`config.mk`:
```
export PLATFORM = sky130hd
export DESIGN_NAME = button_ctrl
export DESIGN_NICKNAME = d
export VERILOG_FILES = /design/src/rtl/button_ctrl.sv
export SDC_FILE = /design/constraint.sdc
export NUM_CORES = 1
export LEC_CHECK = 0
export BUFFER_PORTS_ARGS = -buffer_cell sky130_fd_sc_hd__clkbuf_2
export CAP_MARGIN = 0
export CORE_ASPECT_RATIO = 1.25
export CORE_MARGIN = 1
export CORE_UTILIZATION = 47
export CTS_BUF_LIST = sky130_fd_sc_hd__clkbuf_4
export CTS_CLUSTER_DIAMETER = 50
export DETAILED_ROUTE_END_ITERATION = 7
export PLACE_DENSITY = 0.88
export SLEW_MARGIN = 0
export SYNTH_ARGS = -nofsm -noshare
export SYNTH_HDL_FRONTEND = slang
export SYNTH_SLANG_ARGS = --single-unit
export TNS_END_PERCENT = 1
```
`constraint.sdc`:
```
create_clock -name clk -period 3.87 [get_ports clk]
set_input_delay 0.774 -clock clk [delete_from_list [all_inputs] [get_ports clk]]
set_output_delay 0.774 -clock clk [all_outputs]
set_load 0.01 [all_outputs]
```
`src/rtl/button_ctrl.sv`:
```
// Memory-mapped multi-button controller: per-channel synchroniser, tick-sampled
// debouncer, sticky W1C press/release flags and a level interrupt request.
module button_ctrl #(
  parameter int unsigned N_BTN        = 3,
  parameter int unsigned SAMPLE_DIV   = 3,
  parameter int unsigned DEBOUNCE_CNT = 4,
  parameter logic [31:0] BASE_ADDR    = 32'h0000_0000
) (
  input  logic              clk,
  input  logic              rst_n,
  input  logic [N_BTN-1:0]  btn_in,
  input  logic [31:0]       addr,
  input  logic              we,
  input  logic [31:0]       wdata,
  output logic              ena,
  output logic [31:0]       buttonOut,
  output logic              irq
);

  localparam int unsigned DIV_W = (SAMPLE_DIV > 1) ? $clog2(SAMPLE_DIV) : 1;
  localparam int unsigned CNT_W = $clog2(DEBOUNCE_CNT + 1);
  localparam logic [27:0] BASE_HI = BASE_ADDR[31:4];

  localparam logic [1:0] REG_LEVEL   = 2'd0;
  localparam logic [1:0] REG_PRESS   = 2'd1;
  localparam logic [1:0] REG_RELEASE = 2'd2;
  localparam logic [1:0] REG_IRQ_EN  = 2'd3;

  logic [N_BTN-1:0] sync_a_q;
  logic [N_BTN-1:0] sync_b_q;
  logic [DIV_W-1:0] div_cnt_q;
  logic             tick_c;
  logic [N_BTN-1:0] level_q;
  logic [N_BTN-1:0] level_d;
  logic [CNT_W-1:0] cnt_q [N_BTN];
  logic [CNT_W-1:0] cnt_d [N_BTN];
  logic [N_BTN-1:0] rise_c;
  logic [N_BTN-1:0] fall_c;
  logic [N_BTN-1:0] press_q;
  logic [N_BTN-1:0] rel_q;
  logic [N_BTN-1:0] irq_en_q;
  logic [N_BTN-1:0] clr_press_c;
  logic [N_BTN-1:0] clr_rel_c;
  logic             wr_c;
  logic [1:0]       sel_c;
  logic             unused_bits;

  assign unused_bits = ^{addr[1:0], wdata};

  // Address decode: window match and register select
  assign ena   = (addr[31:4] == BASE_HI);
  assign sel_c = addr[3:2];
  assign wr_c  = ena & we;

  // Two-flop synchroniser for the raw asynchronous button levels
  always_ff @(posedge clk or negedge rst_n) begin
    if (!rst_n) begin
      sync_a_q <= '0;
      sync_b_q <= '0;
    end else begin
      sync_a_q <= btn_in;
      sync_b_q <= sync_a_q;
    end
  end

  // Free-running sample divider; tick fires on the last count before wrap
  assign tick_c = (div_cnt_q == DIV_W'(SAMPLE_DIV - 1));

  always_ff @(posedge clk or negedge rst_n) begin
    if (!rst_n) begin
      div_cnt_q <= '0;
    end else if (tick_c) begin
      div_cnt_q <= '0;
    end else begin
      div_cnt_q <= div_cnt_q + DIV_W'(1);
    end
  end

  // Debounce next-state: count consecutive differing ticks, flip on the last one
  always_comb begin
    level_d = level_q;
    rise_c  = '0;
    fall_c  = '0;
    for (int i = 0; i < int'(N_BTN); i++) begin
      cnt_d[i] = cnt_q[i];
      if (tick_c) begin
        if (sync_b_q[i] == level_q[i]) begin
          cnt_d[i] = '0;
        end else if (cnt_q[i] == CNT_W'(DEBOUNCE_CNT - 1)) begin
          level_d[i] = sync_b_q[i];
          cnt_d[i]   = '0;
          rise_c[i]  = sync_b_q[i];
          fall_c[i]  = ~sync_b_q[i];
        end else begin
          cnt_d[i] = cnt_q[i] + CNT_W'(1);
        end
      end
    end
  end

  // Debounce state registers
  always_ff @(posedge clk or negedge rst_n) begin
    if (!rst_n) begin
      level_q <= '0;
      for (int i = 0; i < int'(N_BTN); i++) begin
        cnt_q[i] <= '0;
      end
    end else begin
      level_q <= level_d;
      for (int i = 0; i < int'(N_BTN); i++) begin
        cnt_q[i] <= cnt_d[i];
      end
    end
  end

  // Write-one-to-clear masks for the sticky flag registers
  always_comb begin
    clr_press_c = '0;
    clr_rel_c   = '0;
    if (wr_c && (sel_c == REG_PRESS)) begin
      clr_press_c = wdata[N_BTN-1:0];
    end
    if (wr_c && (sel_c == REG_RELEASE)) begin
      clr_rel_c = wdata[N_BTN-1:0];
    end
  end

  // Sticky flags (a new edge beats a same-cycle clear), enable register and irq
  always_ff @(posedge clk or negedge rst_n) begin
    if (!rst_n) begin
      press_q  <= '0;
      rel_q    <= '0;
      irq_en_q <= '0;
      irq      <= 1'b0;
    end else begin
      press_q <= (press_q & ~clr_press_c) | rise_c;
      rel_q   <= (rel_q & ~clr_rel_c) | fall_c;
      if (wr_c && (sel_c == REG_IRQ_EN)) begin
        irq_en_q <= wdata[N_BTN-1:0];
      end
      irq <= |((press_q | rel_q) & irq_en_q);
    end
  end

  // Read mux; decoded from addr[3:2] regardless of ena
  always_comb begin
    buttonOut = '0;
    case (sel_c)
      REG_LEVEL:   buttonOut = 32'(level_q);
      REG_PRESS:   buttonOut = 32'(press_q);
      REG_RELEASE: buttonOut = 32'(rel_q);
      REG_IRQ_EN:  buttonOut = 32'(irq_en_q);
      default:     buttonOut = '0;
    endcase
  end

endmodule
```
# [Word-level counts from Yosys, hierarchy flattened]
# Index checks and enable logic that the tools add are counted.
[totals] regBits=30 output_inout_bits=34 in_bits=70
[op_classes] n_eq_ne=10 n_reduce_logical=9 n_mux=28 bitwise_logic=15 n_addsub=4
[op_table] operator="$pmux 32 s4" n=1
[op_table] operator="$logic_not 28->1" n=1
[op_table] operator="$mux 3" n=8
[op_table] operator="$mux 1" n=18
[op_table] operator="$add 3x1->3 const B" n=3
[op_table] operator="$and 3x3->3" n=3
[op_table] operator="$eq 3x2->1 const B" n=3
[op_table] operator="$or 3x3->3" n=3
[op_table] operator="$reduce_and 3->1" n=3
[op_table] operator="$eq 2x2->1 const B" n=3
[op_table] operator="$not 1->1" n=6
[op_table] operator="$not 3->3" n=2
[op_table] operator="$eq 1x1->1" n=3
[op_table] operator="$logic_and 1x1->1" n=3
[op_table] operator="$reduce_or 3->1" n=1
[op_table] operator="$add 2x1->2 const B" n=1
[op_table] operator="$eq 2x1->1 const B" n=1
[op_table] operator="$logic_not 2->1" n=1
[op_table] operator="$mux 2" n=1
[op_table] operator="$and 1x1->1" n=1

# [Logic depth before layout (Yosys ltp)]
# Gate-level depths: netlist of run 1.
[logic_depth] ltp_word=7 mapped_depth=5 mapped_depth_nobuf=5

# [Worst setup path after synthesis of run 1]
# OpenSTA, ideal clock, no wires.
[synth_path] kind="input port to flip-flop" from="in addr[9]" to="reg press_q[2]" setup_slack_ns=1.663 required_ns=3.744 path_buffers=0 arrival_time_ns=2.081 stages=4 cell_sequence="nor4_1 -> nand4_1 -> or4_4 -> a221o_1"
[synth_via] elab_chain_len=7
[synth_rtl] element="start, declared" line_no="12" rtl="input logic [31:0] addr,"
[synth_rtl] element="$logic_not 28->1" line_no="51" rtl="assign ena = (addr[31:4] == BASE_HI);"
[synth_rtl] element="$and 1x1->1" line_no="53" rtl="assign wr_c = ena & we;"
[synth_rtl] element="$logic_and 1x1->1" line_no="120" rtl="if (wr_c && (sel_c == REG_PRESS)) begin"
[synth_rtl] element="$mux 3" line_no="120"
[synth_rtl] element="$not 3->3" line_no="136" rtl="press_q <= (press_q & ~clr_press_c) | rise_c;"
[synth_rtl] element="$and 3x3->3" line_no="136"
[synth_rtl] element="$or 3x3->3" line_no="136"
[synth_rtl] element="end signal, assigned" line_no="136"
[synth_rtl] element="end, declared" line_no="39" rtl="logic [N_BTN-1:0] press_q;"
# Every way passes these cells.
# A chain may end at the register's enable or synchronous reset.

# [Final worst setup path of run 1]
[layout_path] from="in addr[10]" to="out ena"
[layout_via] elab_chain_len=1
[layout_rtl] element="$logic_not 28->1" line_no="51"
[layout_rtl] element="end, declared" line_no="15" rtl="output logic ena,"
# Every way passes these cells.

==> impl_metrics.env, run 1 <==
export IMPL_ant_nets=0
export IMPL_holdWs_ps=345.1
export IMPL_min_path_type="flip-flop to flip-flop"
export IMPL_cp_slowest_cell="nor4_1"
export IMPL_finalSetupViolations=0
export IMPL_first_pass_iters=4
export IMPL_dpl_worst_slack_ps=1305
export IMPL_finalCriticalPeriod_ps=2409
export IMPL_fmax_mhz=415.1
export IMPL_cts_resized=0
export IMPL_antenna_found_initial=0
export IMPL_cp_start_kind="input pin"
export IMPL_io_buffer_count=43
export IMPL_pwr_density_cell_nw_per_um2=396.7
export IMPL_nFillCells=290
export IMPL_worst_slew_pin_slew_ps=717.1
export IMPL_avgSynthCellArea_um2=10.50
export IMPL_grt_max_degree=31
export IMPL_place_hpwl_um=2155
export IMPL_tns_ps=0
export IMPL_syn_to_final_growth_pct=11.76
export IMPL_dp_cells=231
export IMPL_critPathRequiredTime_ps=3100
export IMPL_ir_drop_mv=0.3088
export IMPL_finalWeightedCongestion=0.7350
export IMPL_path_cells="clkbuf_2 -> nor4_1 -> nand4_1 -> nor2_1 -> clkbuf_2"
export IMPL_synthArstFlopShare_pct=100.0
export IMPL_leakagePower_nw=0.9496
export IMPL_cap_viol_max_count=0
export IMPL_regArea_um2=750.7
export IMPL_final_max_slew_viol_count=0
export IMPL_routed_wl_um=2752
export IMPL_crit_arrival_ps=1630
export IMPL_crit_fanout=4
export IMPL_crit_type="input pin to primary output"
export IMPL_layout_common_cells="43 x clkbuf_2, 30 x dfrtp_1, 29 x conb_1"
export IMPL_layout_drive_gt1_share_pct=29.70
export IMPL_rsz0062_at_grt="false"
export IMPL_dieArea_um2=3680
export IMPL_finish_utilization_pct=55.56
export IMPL_cts_hold_buffers=0
export IMPL_clock_sinks=30
export IMPL_skew_ps=6.458
export IMPL_max_stage_delay_ps=280
export IMPL_vias_per_cell=4.874
export IMPL_io_pins=104
export IMPL_synth_main_ff_cell="dfrtp_1"
export IMPL_cts_tree="yes"
export IMPL_die_h_um=67.57
export IMPL_setup_slack_ps=1461
export IMPL_vias=1165
export IMPL_start_util_pct=49.71
export IMPL_fp_row_count=23
export IMPL_die_width_um=54.46
export IMPL_diodes=0
export IMPL_cp_common_cell="clkbuf_2"
export IMPL_nNetsFinal=274
export IMPL_post_dp_cell_area_um2=1758
export IMPL_design_area_um2=1807
export IMPL_gr_total_overflow=0
export IMPL_htreeDepth=2
export IMPL_timing_final_crit_share_pct=62.25
export IMPL_grt_use_total_pct=17.16
export IMPL_numCtsBuffers=5
export IMPL_cp_end_kind="primary output"
export IMPL_relSlewSlack_pct=52.09
export IMPL_stdcell_count=239
export IMPL_drc=0
export IMPL_synth_edf_count=0
export IMPL_synth_area_um2=1617
export IMPL_grt_pass1_wl_um=4319
export IMPL_core_area_um2=3252
export IMPL_multi_input_area_um2=726.9
export IMPL_dr_first_iter_drc_count=33
export IMPL_ys_seq_area_share_pct=46.44
export IMPL_routedWlPerCell_um=11.51
export IMPL_synth_distinct_cells=31
export IMPL_finalPower_mw=0.7168
export IMPL_clockBufferDepth=2
export IMPL_final_common_cell="clkbuf_2"
export IMPL_grt_pass1_vias=1006
export IMPL_hold_viol_final=0
export IMPL_yosys_warnings=0
export IMPL_cts_setup_buffers=0
export IMPL_syn_inst=154
export IMPL_status="completed"
export IMPL_clk_latency_ps=330
export IMPL_clk_pin_slew_ps=90
export IMPL_cts_root_buf="clkbuf_4"
export IMPL_ys_ff_latch=30
layout make-up:
type | count | share of cell area, %
clock buffers | 5 | 2.078
clock inverters | 3 | 0.6233
inverters | 5 | 1.039
multi-input cells | 116 | 40.24
flip-flops and latches | 30 | 41.55
well taps | 37 | 2.562
repair buffers | 43 | 11.91
cell families after synthesis:
family | synth area share (%)
XOR/XNOR | 1.626
adder cells (fa/ha/maj) | 2.322
AO/OA/AOI/OAI | 8.436
buffers and inverters | 15.09
flip-flops | 46.44
other | 0.2320
multiplexers | 6.965
AND/OR/NAND/NOR | 18.89
path summary, 6_finish.rpt:
check,start,to,slack [ps],cells past startpoint
setup / recovery,addr[10],ena,1460,5
hold / removal,sync_a_q[0],sync_b_q[0],350,0
setup reg to reg,div_cnt_q[0],level_q[2],2310,3
hold reg to reg,sync_a_q[0],sync_b_q[0],350,0
max in group asynchronous,rst_n,cnt_q[8],2930,1
min in group asynchronous,rst_n,cnt_q[0],480,1
state kept, by name (all words and copies together) (netlist names):
register / cells
press_q: 3
sync_a_q: 3
sync_b_q: 3
div_cnt_q: 2
cnt_q: 9
irq_en_q: 3
rel_q: 3
level_q: 3
irq: 1
critical path: cells and delay by family:
| kind | cells | cell delay [ps] |
|---|---|---|
| AND/OR/NAND/NOR | 3 | 640 |
| buffers and inverters | 2 | 230 |
cells in the mapped netlist, types with 3 or more instances:
| cell type | n | area share, % |
|---|---|---|
| nand3_1 | 6 | 1.9 |
| o21bai_1 | 3 | 1.4 |
| buf_4 | 29 | 13 |
| o21ai_0 | 5 | 1.5 |
| mux2_2 | 4 | 2.8 |
| dfrtp_1 | 30 | 46 |
| nand2b_1 | 7 | 2.7 |
| nor2b_1 | 7 | 2.7 |
| o22ai_1 | 3 | 1.2 |
| ha_1 | 3 | 2.3 |
| nor4_1 | 7 | 2.7 |
| mux4_2 | 3 | 4.2 |
| inv_1 | 5 | 1.2 |
| nand2_1 | 17 | 3.9 |
routing by layer:
layer / global-route usage (%) / share of wire (%)
met5: 0 / 0
met4: 6.731 / 1.4
met3: 6.757 / 7.2
met2: 29.27 / 50
met1: 18.55 / 42
power by group:
group          switching (mW)  internal, mW  leakage, nW  total (mW)
Clock                   0.102        0.0645       0.0277       0.166
Sequential             0.0346         0.355        0.361       0.390
Combinational          0.0872        0.0734        0.561       0.161
(Power assumes the default switching activity.)
==> run 2, diff against run 1 <==
--- a/config.mk
+++ b/config.mk
@@ -9,11 +9,11 @@
 export CAP_MARGIN = 0
 export CORE_ASPECT_RATIO = 1.25
 export CORE_MARGIN = 1
-export CORE_UTILIZATION = 47
+export CORE_UTILIZATION = 39
 export CTS_BUF_LIST = sky130_fd_sc_hd__clkbuf_4
 export CTS_CLUSTER_DIAMETER = 50
 export DETAILED_ROUTE_END_ITERATION = 7
-export PLACE_DENSITY = 0.88
+export PLACE_DENSITY = 0.78
 export SLEW_MARGIN = 0
 export SYNTH_ARGS = -nofsm -noshare
 export SYNTH_HDL_FRONTEND = slang
==> constraint.sdc (replaced) <==
create_clock -name clk -period 2.1 [get_ports clk]
set_input_delay 0.42 -clock clk [delete_from_list [all_inputs] [get_ports clk]]
set_output_delay 0.42 -clock clk [all_outputs]
set_load 0.01 [all_outputs]
==> impl_metrics.env, run 2 (synthesized netlist as in run 1, its figures left out) <==
export IMPL_clk_pin_slew_ps=90
export IMPL_crit_fanout=4
export IMPL_fmax_mhz=568.2
export IMPL_tns_ps=0
export IMPL_layout_drive_gt1_share_pct=31.37
export IMPL_path_cells="mux4_2 -> clkbuf_2"
export IMPL_finalSetupViolations=0
export IMPL_cts_root_buf="clkbuf_4"
export IMPL_htreeDepth=2
export IMPL_dr_first_iter_drc_count=19
export IMPL_vias_per_cell=4.643
export IMPL_rsz0062_at_grt="false"
export IMPL_gr_total_overflow=0
export IMPL_start_util_pct=41.68
export IMPL_max_stage_delay_ps=460
export IMPL_ff2ff_setup_slack_ps=560
export IMPL_ant_nets=0
export IMPL_cts_setup_buffers=0
export IMPL_first_pass_iters=4
export IMPL_nNetsFinal=278
export IMPL_min_path_type="input pin to asynchronous set/reset pin"
export IMPL_io_pins=104
export IMPL_crit_type="flip-flop to primary output"
export IMPL_worst_r2r_endpoint="level_q[2]"
export IMPL_leakagePower_nw=0.9683
export IMPL_cp_start_kind="flip-flop"
export IMPL_grt_pass1_vias=1106
export IMPL_grt_pass1_wl_um=4471
export IMPL_diodes=0
export IMPL_largest_register="cnt_q"
export IMPL_largest_reg_flops=9
export IMPL_routed_wl_um=2873
export IMPL_cp_end_kind="primary output"
export IMPL_fp_row_count=25
export IMPL_timing_final_crit_share_pct=83.81
export IMPL_cts_resized=0
export IMPL_clockBufferDepth=2
export IMPL_cap_viol_max_count=0
export IMPL_cp_slowest_cell="mux4_2"
export IMPL_layout_common_cells="43 x clkbuf_2, 30 x dfrtp_1, 29 x conb_1"
export IMPL_syn_to_final_growth_pct=14.47
export IMPL_crit_arrival_ps=1340
export IMPL_ir_drop_mv=0.3016
export IMPL_antenna_found_initial=0
export IMPL_critPathRequiredTime_ps=1680
export IMPL_finalWeightedCongestion=0.7968
export IMPL_dieArea_um2=4408
export IMPL_clock_sinks=30
export IMPL_final_max_slew_viol_count=0
export IMPL_grt_use_total_pct=13.97
export IMPL_place_hpwl_um=2239
export IMPL_hold_viol_final=0
export IMPL_finalCriticalPeriod_ps=1760
export IMPL_io_buffer_count=43
export IMPL_final_common_cell="clkbuf_2"
export IMPL_relSlewSlack_pct=52.17
export IMPL_routedWlPerCell_um=11.14
export IMPL_design_area_um2=1851
export IMPL_skew_ps=7.607
export IMPL_cts_hold_buffers=0
export IMPL_holdWs_ps=133.6
export IMPL_clk_latency_ps=320
export IMPL_die_width_um=59.59
export IMPL_die_h_um=73.98
export IMPL_vias=1198
export IMPL_reg2reg_from="div_cnt_q[0]"
export IMPL_core_area_um2=3879
export IMPL_cts_tree="yes"
export IMPL_reg2regPathDepth=3
export IMPL_drc=0
export IMPL_crit_start="press_q[2]"
export IMPL_numCtsBuffers=5
export IMPL_grt_max_degree=31
export IMPL_post_dp_cell_area_um2=1809
export IMPL_status="completed"
export IMPL_pwr_density_cell_nw_per_um2=704.7
export IMPL_worst_slew_pin_slew_ps=717.4
[run 2: power by group]
group	leakage, nW	switching (mW)	total (mW)	internal [mW]
logic	0.583	0.160	0.297	0.137
registers	0.361	0.0623	0.717	0.654
clock network	0.0246	0.176	0.290	0.114
[run 2: metal layers]
metal / routed length [um] / GRT usage (%) / vias up
li1: - / - / 583
met3: 218 / 6.261 / 11
met4: 75 / 6.460 / 0
met1: 1148 / 14.77 / 550
met2: 1430 / 23.72 / 54
met5: 0 / 0 / -
[run 2: layout make-up]
type                       instances  area [um2]
multi-input combinational        116       726.9
inverter                           5       18.77
tap                               54       67.56
clock buffer                       5       37.54
fill                             390        2028
sequential                        30       750.7
timing repair buffer              47       245.2
clock inverter                     1       3.754
[run 2: worst max-delay path by stage]
| stage | endpoint | cells past startpoint | slack (ps) |
|---|---|---|---|
| 5_1_grt | ena | 5 | 230 |
| 2_1_floorplan | press_q[2] | 4 | 250 |
| 4_1_cts | buttonOut[2] | 2 | 330 |
| 3_5_place_dp | press_q[2] | 5 | -20 |
| 6_report | buttonOut[2] | 2 | 340 |
| 3_3_place_gp | press_q[2] | 5 | 40 |
[run 2: metrics by stage]
stage          utilization (%)  instances  total power, mW  setup WS [ps]
2_1_floorplan                -        182           0.9550          246.9
3_3_place_gp             46.65        252            1.008          44.40
3_5_place_dp             46.65        252            1.026         -15.12
4_1_cts                  47.71        258            1.320          325.3
5_1_grt                  47.71        258            1.399          231.7
6_report                 47.71        258            1.304          340.0
[run 2: critical path, delay by kind of cell, from the launching register on]
| kind | cells | cell delay (ps) |
|---|---|---|
| mux | 1 | 460 |
| flops | 1 | 410 |
| buf+inv | 1 | 140 |
==> run 3, diff against run 2 <==
--- a/config.mk
+++ b/config.mk
@@ -9,11 +9,11 @@
 export CAP_MARGIN = 0
 export CORE_ASPECT_RATIO = 1.25
 export CORE_MARGIN = 1
-export CORE_UTILIZATION = 39
+export CORE_UTILIZATION = 44
 export CTS_BUF_LIST = sky130_fd_sc_hd__clkbuf_4
 export CTS_CLUSTER_DIAMETER = 50
 export DETAILED_ROUTE_END_ITERATION = 7
-export PLACE_DENSITY = 0.78
+export PLACE_DENSITY = 0.83
 export SLEW_MARGIN = 0
 export SYNTH_ARGS = -nofsm -noshare
 export SYNTH_HDL_FRONTEND = slang
==> constraint.sdc (replaced) <==
create_clock -name clk -period 1.8 [get_ports clk]
set_input_delay 0.36 -clock clk [delete_from_list [all_inputs] [get_ports clk]]
set_output_delay 0.36 -clock clk [all_outputs]
set_load 0.01 [all_outputs]
==> impl_metrics.env, run 3 (synthesized netlist as in run 1, its figures left out) <==
export IMPL_critPathRequiredTime_ps=1440
export IMPL_final_common_cell="clkbuf_2"
export IMPL_pwr_density_cell_nw_per_um2=836.2
export IMPL_diodes=0
export IMPL_wl_met1_um=1123
export IMPL_skew_ps=4.468
export IMPL_finalWeightedCongestion=0.7556
export IMPL_cp_slowest_cell="mux4_2"
export IMPL_clk_pin_slew_ps=90
export IMPL_htreeDepth=2
export IMPL_routedWlPerCell_um=11.66
export IMPL_io_pins=104
export IMPL_cts_resized=0
export IMPL_leakagePower_nw=0.9843
export IMPL_cp_end_kind="primary output"
export IMPL_grt_max_degree=31
export IMPL_routed_wl_um=2880
export IMPL_crit_fanout=3
export IMPL_timing_final_crit_share_pct=95.14
export IMPL_post_dp_cell_area_um2=1805
export IMPL_drc=0
export IMPL_cts_tree="yes"
export IMPL_clock_sinks=30
export IMPL_status="completed"
export IMPL_finalCriticalPeriod_ps=1713
export IMPL_wl_met3_um=197
export IMPL_hold_viol_final=0
export IMPL_top_layer="met4"
export IMPL_largest_reg_flops=9
export IMPL_dr_first_iter_drc_count=19
export IMPL_critical_path_top_delay_family="multiplexers"
export IMPL_io_buffer_count=43
export IMPL_cts_hold_buffers=0
export IMPL_crit_arrival_ps=1350
export IMPL_vias_per_cell=4.846
export IMPL_cp_start_kind="flip-flop"
export IMPL_holdWs_ps=70.20
export IMPL_final_max_slew_viol_count=0
export IMPL_layout_drive_gt1_share_pct=33.17
export IMPL_nFillCells=334
export IMPL_fp_row_count=24
export IMPL_syn_to_final_growth_pct=15.40
export IMPL_design_area_um2=1866
export IMPL_place_hpwl_um=2185
export IMPL_finalSetupViolations=0
export IMPL_reg2reg_from="cnt_q[6]"
export IMPL_grt_pass1_wl_um=4643
export IMPL_largest_register="cnt_q"
export IMPL_wl_met2_um=1508
export IMPL_cap_viol_max_count=0
export IMPL_path_cells="mux4_2 -> clkbuf_2"
export IMPL_numCtsBuffers=5
export IMPL_cts_setup_buffers=0
export IMPL_ir_drop_mv=0.5760
export IMPL_dieArea_um2=3922
export IMPL_gr_total_overflow=0
export IMPL_min_path_type="input pin to asynchronous set/reset pin"
export IMPL_timing_critical_path_buf_inv=1
export IMPL_relSlewSlack_pct=52.28
export IMPL_grt_pass1_vias=1108
export IMPL_antenna_found_initial=0
export IMPL_cts_root_buf="clkbuf_4"
export IMPL_worst_slew_pin_slew_ps=715.8
export IMPL_clockBufferDepth=2
export IMPL_crit_type="flip-flop to primary output"
export IMPL_grt_use_total_pct=15.41
export IMPL_worst_r2r_endpoint="press_q[0]"
export IMPL_layout_common_cells="43 x clkbuf_2, 30 x dfrtp_1, 29 x conb_1"
export IMPL_first_pass_iters=4
export IMPL_nNetsFinal=280
export IMPL_max_stage_delay_ps=470
export IMPL_ff2ff_setup_slack_ps=360
export IMPL_core_area_um2=3513
export IMPL_vias=1197
export IMPL_fmax_mhz=583.9
export IMPL_die_h_um=69.77
export IMPL_die_width_um=56.22
export IMPL_start_util_pct=46.01
export IMPL_clk_latency_ps=320
export IMPL_reg2regPathDepth=4
export IMPL_ant_nets=0
-- run 3: worst reg2reg max path: cells and delay by family, from the launching register on --
kind	cells	cell delay, ps
compound gates	1	380
flops	1	410
fa+ha+maj	1	200
simple gates	2	340
-- run 3: worst max path at each step --
stage | endpoint | cells past startpoint | slack [ps] | start
after floorplan | press_q[2] | 4 | 7 | addr[9]
after global placement | press_q[2] | 5 | -120 | addr[18]
after detailed placement | press_q[2] | 5 | -160 | addr[17]
after CTS | buttonOut[1] | 2 | 70 | level_q[1]
after global routing | ena | 6 | -30 | addr[10]
final | buttonOut[1] | 2 | 90 | level_q[1]
-- run 3: metrics by stage --
step                      utilization, %  std cells  power, mW  setup TNS (ps)  setup slack [ps]
after floorplan                        -        182      1.114               0             6.938
after global placement             51.39        239      1.178          -572.2            -115.9
after detailed placement           51.39        239      1.196          -845.4            -162.0
after CTS                          52.92        247      1.585               0             69.71
after global routing               53.10        247      1.674          -25.85            -25.85
final                              53.10        247      1.560               0             87.42
-- run 3: layout make-up --
cell class / instances / area [um2] / share of cell area, %
multi-input combinational: 116 / 733.2 / 39.30
sequential: 30 / 750.7 / 40.24
inverter: 5 / 18.77 / 1.006
tap: 39 / 48.80 / 2.616
clock inverter: 2 / 8.758 / 0.4695
timing repair buffer: 49 / 260.3 / 13.95
clock buffer: 6 / 45.04 / 2.414
-- run 3: per-layer routing --
layer / track usage (%) / vias to the layer above
li1: - / 586
met1: 16.83 / 555
met2: 26.85 / 49
met3: 5.224 / 7
met4: 6.504 / 0
met5: 0 / -
-- run 3: power by group --
part	internal [mW]	total, mW	switching [mW]
clock	0.161	0.376	0.215
sequential	0.764	0.836	0.0721
combinational	0.160	0.348	0.188
